## config.mk

```make
export PLATFORM = sky130hd
export DESIGN_NAME = parity_scheduler
export DESIGN_NICKNAME = d
export VERILOG_FILES = /design/src/rtl/parity_pkg.sv /design/src/rtl/rr_arbiter.sv /design/src/rtl/parity_scheduler.sv
export SDC_FILE = /design/constraint.sdc
export NUM_CORES = 1
export LEC_CHECK = 0
export ABC_AREA = 0
export CAP_MARGIN = 15
export CORE_MARGIN = 2
export CORE_UTILIZATION = 50
export CTS_CLUSTER_DIAMETER = 60
export CTS_CLUSTER_SIZE = 24
export DETAILED_ROUTE_END_ITERATION = 7
export GPL_ROUTABILITY_DRIVEN = 1
export PLACE_DENSITY = 0.85
export SYNTH_ARGS = -nofsm -noshare
export SYNTH_HDL_FRONTEND = slang
export SYNTH_SLANG_ARGS = --single-unit
```

## constraint.sdc

```tcl
create_clock -name clock -period 6.6 [get_ports clock]
set_input_delay 1.32 -clock clock [delete_from_list [all_inputs] [get_ports clock]]
set_output_delay 1.32 -clock clock [all_outputs]
set_load 0.01 [all_outputs]
```

## src/rtl/parity_pkg.sv

```systemverilog
// Shared constants for the parity scheduler block.
//   - FSM state encodings (2-bit; the unused 2'b11 code falls back to IDLE)
//   - default requester count and word width
package parity_pkg;

  localparam logic [1:0] ST_IDLE  = 2'b00;
  localparam logic [1:0] ST_SHIFT = 2'b01;
  localparam logic [1:0] ST_DONE  = 2'b10;

  localparam int DEF_NREQ  = 4;
  localparam int DEF_WIDTH = 8;

endpackage

```

## src/rtl/rr_arbiter.sv

```systemverilog
// Combinational round-robin arbiter.
//   req    : per-requester request vector
//   ptr    : highest-priority requester index for this cycle
//   gnt    : one-hot grant (first set bit of req searching ptr, ptr+1, ... mod NREQ)
//   gnt_id : encoded index of the granted requester (0 when none)
//   any    : at least one request present
module rr_arbiter #(
  parameter  int NREQ = 4,
  localparam int IDW  = $clog2(NREQ)
) (
  input  logic [NREQ-1:0] req,
  input  logic [IDW-1:0]  ptr,
  output logic [NREQ-1:0] gnt,
  output logic [IDW-1:0]  gnt_id,
  output logic            any
);

  always_comb begin
    int idx;
    gnt    = '0;
    gnt_id = '0;
    any    = 1'b0;
    idx    = 0;
    for (int k = 0; k < NREQ; k++) begin
      // rotate the search start to ptr; ptr < NREQ so one subtract wraps it
      idx = int'(ptr) + k;
      if (idx >= NREQ) idx = idx - NREQ;
      if (!any && req[idx]) begin
        gnt[idx] = 1'b1;
        gnt_id   = IDW'(idx);
        any      = 1'b1;
      end
    end
  end

endmodule

```

## src/rtl/parity_scheduler.sv

```systemverilog
// Shares one serial parity engine among NREQ requesters.
// A round-robin grant captures one WIDTH-bit word, which is shifted out
// MSB-first (one bit per cycle) while its parity is accumulated; the parity
// and requester ID are then offered on a valid/ready result port.
// Ports:
//   clock, reset_n         : clock, async active-low reset
//   req_valid/req_data     : per-requester word offer (slice i*WIDTH +: WIDTH)
//   req_ready              : one-hot grant, only in IDLE
//   serial_out/serial_valid: serialized bit stream
//   res_valid/res_parity/res_id/res_ready : result handshake
//   busy                   : engine not idle
module parity_scheduler
  import parity_pkg::*;
#(
  parameter  int NREQ  = DEF_NREQ,
  parameter  int WIDTH = DEF_WIDTH,
  localparam int IDW   = $clog2(NREQ)
) (
  input  logic                    clock,
  input  logic                    reset_n,
  input  logic [NREQ-1:0]         req_valid,
  input  logic [NREQ*WIDTH-1:0]   req_data,
  output logic [NREQ-1:0]         req_ready,
  output logic                    serial_out,
  output logic                    serial_valid,
  output logic                    res_valid,
  output logic                    res_parity,
  output logic [IDW-1:0]          res_id,
  input  logic                    res_ready,
  output logic                    busy
);

  localparam int CW = $clog2(WIDTH);

  logic [1:0]       state;
  logic [IDW-1:0]   rr_ptr;
  logic [IDW-1:0]   grant_id;
  logic [WIDTH-1:0] shift_reg;
  logic [CW-1:0]    cnt;
  logic             parity;

  logic [NREQ-1:0]  arb_gnt;
  logic [IDW-1:0]   arb_id;
  logic             arb_any;

  rr_arbiter #(.NREQ(NREQ)) u_arb (
    .req    (req_valid),
    .ptr    (rr_ptr),
    .gnt    (arb_gnt),
    .gnt_id (arb_id),
    .any    (arb_any)
  );

  logic idle, shifting, done;
  assign idle     = (state == ST_IDLE);
  assign shifting = (state == ST_SHIFT);
  assign done     = (state == ST_DONE);

  // Grant is combinational from req_valid; reset_n gating keeps it quiet
  // while reset is held even though the FSM already sits in IDLE.
  assign req_ready    = (idle && reset_n) ? arb_gnt : '0;
  assign serial_valid = shifting;
  assign serial_out   = shifting & shift_reg[WIDTH-1];
  assign res_valid    = done;
  assign res_parity   = done & parity;
  assign res_id       = done ? grant_id : '0;
  assign busy         = !idle;

  always_ff @(posedge clock or negedge reset_n) begin
    if (!reset_n) begin
      state     <= ST_IDLE;
      rr_ptr    <= '0;
      grant_id  <= '0;
      shift_reg <= '0;
      cnt       <= '0;
      parity    <= 1'b0;
    end else begin
      case (state)
        ST_IDLE: begin
          if (arb_any) begin
            shift_reg <= req_data[int'(arb_id)*WIDTH +: WIDTH];
            grant_id  <= arb_id;
            cnt       <= '0;
            parity    <= 1'b0;
            state     <= ST_SHIFT;
          end
        end
        ST_SHIFT: begin
          // fixed WIDTH-cycle run, no early exit on an all-zero remainder
          shift_reg <= {shift_reg[WIDTH-2:0], 1'b0};
          parity    <= parity ^ shift_reg[WIDTH-1];
          cnt       <= cnt + 1'b1;
          if (cnt == CW'(WIDTH-1)) state <= ST_DONE;
        end
        ST_DONE: begin
          if (res_ready) begin
            rr_ptr <= (grant_id == IDW'(NREQ-1)) ? '0 : grant_id + 1'b1;
            state  <= ST_IDLE;
          end
        end
        default: state <= ST_IDLE;
      endcase
    end
  end

endmodule
```

==> results.ini <==
[cts]
postCtsSetupRepairBufs=0
cts-root-buf=clkbuf_4
htreeDepth=1
path_clk_slew_ns=0.11
cts_buffers=3
insertion_delay_ns=0.30
hold_buffers=0
cts_sinks=18
cts_tree=built
clockBufferDepth=2
post_cts_resized=0

[layout]
area_delta_synth_final_pct=32.73
layout_common_cells=clkdlybuf4s50_1, nor2_1, dfrtp_1, nand2_1, o21ai_0
largest_register_ffs=8
layout-drive-gt1-share=0.1018
seq_area_sq_um=450.4
final_cells=270
utilization=0.6971
nets=274
mostFrequentLayoutCell=clkdlybuf4s50_1
fillers=254
multiInputGateArea_sq_um=1045
antennaDiodeCount=0

[setup_path]
ff2ff_path_depth=8
critPathMaxStageDelay_ns=0.65
cp_max_fo=9
endpoint_kind=output pin
setup.worst_path.end=req_ready[2]
cp_num_buf_inv=2
worstPathRequired_ns=5.28
start_kind=input port
r2r_start=rr_ptr[0]
worstPathCellList=clkdlybuf4s50_1 -> mux4_2 -> nor2b_4 -> a22oi_1 -> nor2_1 -> a221oi_1 -> nor2_1 -> clkdlybuf4s50_1
slowest_stage=mux4_2
cp.arrival_ns=3.68
path_class=in2out
cp_top_family=buffers and inverters
cp.depth=8
crit_path_start=req_valid[2]
rr_endpoint=shift_reg[3]
r2r_slack_ns=3.11

[synth]
synth_enable_flop_cells=0
syn_area_per_cell_sq_um=8.596
netlist_area_sq_um=1590
ys_types=41
ys_ff_latch=18
syn_nets=232
synth-main-ff-cell=dfrtp_1
synth_top_area_cell=dfrtp_1
async_reset_ff_frac=1.000
seq_area_frac_synth=0.2832
synth_top_area_frac=0.2832
synth_warnings=0
synthCells=185
synthTopCellsByArea=dfrtp_1, ha_1, nor2_1, mux2_4, o21ai_0

[job]
drv_cap=0

[placement]
dp_hpwl_microns=2877
gp_congestion=0.8173
io_buffers=49
place_inst=266

[sta]
slew_headroom=0.5391
fmax_mhz=200.0
setup-tns-final_ns=0
finalSetupViolCount=0
period_needed_ns=5.001
worstMarginPinSlew_ns=0.6913
rsz0062_at_grt=false
hold_violations=0
maxSlewViolCount=0
timing.final.crit_share=0.7578
worst_clock_skew_ns=0.002135

[die]
pin_count=50
die_w_microns=60.40
die_h_microns=60.40
die_area_sq_um=3648
core_sq_um=3028
rows=20
initial_core_util=0.5252

[global_routing]
grt_usage=0.2258
gr-total-overflow=0
grt_max_degree=20
grt_pass1_wl_microns=6299
grt_antenna_before_repair=0
grt_pass1_vias=1435

[status]
outcome=completed

[power_and_ir_drop]
power_density_nw_per_um2=388.3
p_leak_nw=0.8593
vdd_drop_max_mv=0.1937

[route]
wl_per_cell_microns=13.77
wl_microns=3719
dr_total_vias=1529
drt_pass1_iterations=4
ant_nets=0
drt-vias-per-instance=5.663
drc=0
drtIter0Drc=113

[min_path]
hold_class=reg2reg

worst min-delay path by stage:
stage / start / end / slack [ns] / depth (start not counted)
after floorplan: parity / parity / 0.45 / 1
after global routing: parity / parity / 0.51 / 1
after global placement: parity / parity / 0.47 / 1
final: parity / parity / 0.49 / 1
after CTS: parity / parity / 0.49 / 1
after detailed placement: parity / parity / 0.47 / 1
layer usage:
metal  track usage  part of all wire
met2        0.4022              0.51
met1        0.3069              0.44
met4      0.009524            0.0016
met5             0                 0
met3       0.03412             0.046
where the power goes:
part / internal, mW / switching, mW
sequential: 0.162 / 0.0492
clock: 0.0336 / 0.0373
combinational: 0.252 / 0.285
metrics by stage:
stage / worst slack, ns / total power [mW] / hold slack (ns) / cell area (sq um)
floorplan: 2.604 / 0.6250 / 0.4491 / 1590
global placement: 1.665 / 0.7243 / 0.4674 / 2074
detailed placement: 1.622 / 0.7457 / 0.4707 / 2074
CTS: 1.621 / 0.8162 / 0.4893 / 2111
global route: 1.375 / 0.8947 / 0.5097 / 2111
finish: 1.599 / 0.8196 / 0.4902 / 2111
kinds of logic (layout without fill, tap and decap cells):
kind of cell               after synthesis  after routing  synth area share
AOI/OAI and AO/OA                       58             58            0.2549
adders and majority gates                8              8           0.06295
buffers and inverters                   20             61           0.05979
DFF                                     18             18            0.2832
muxes                                   15             15            0.1408
and+or+nand+nor                         66             66            0.1983
Yosys cell counts (all sizes together) (2+ instances only):
master  count
inv         7
a221oi      4
nand2      15
mux4        3
o21a        2
dfrtp      18
nand3      11
a22oi       6
o211ai      2
clkbuf      6
nor2b       3
and2        3
o31ai       2
nor2       25
mux2        8
nor3        2
o21ai      16
a21bo       2
mux2i       4
ha          8
buf         7
a211o       5
a21oi      13
nand2b      3
area by class of cell:
type | instances | area share
multi-input combinational | 147 | 0.4950
timing repair buffer | 50 | 0.2359
sequential | 18 | 0.2134
tap | 44 | 0.02608
clock buffer | 4 | 0.01719
inverter | 7 | 0.01245
(Power assumes the default switching activity.)
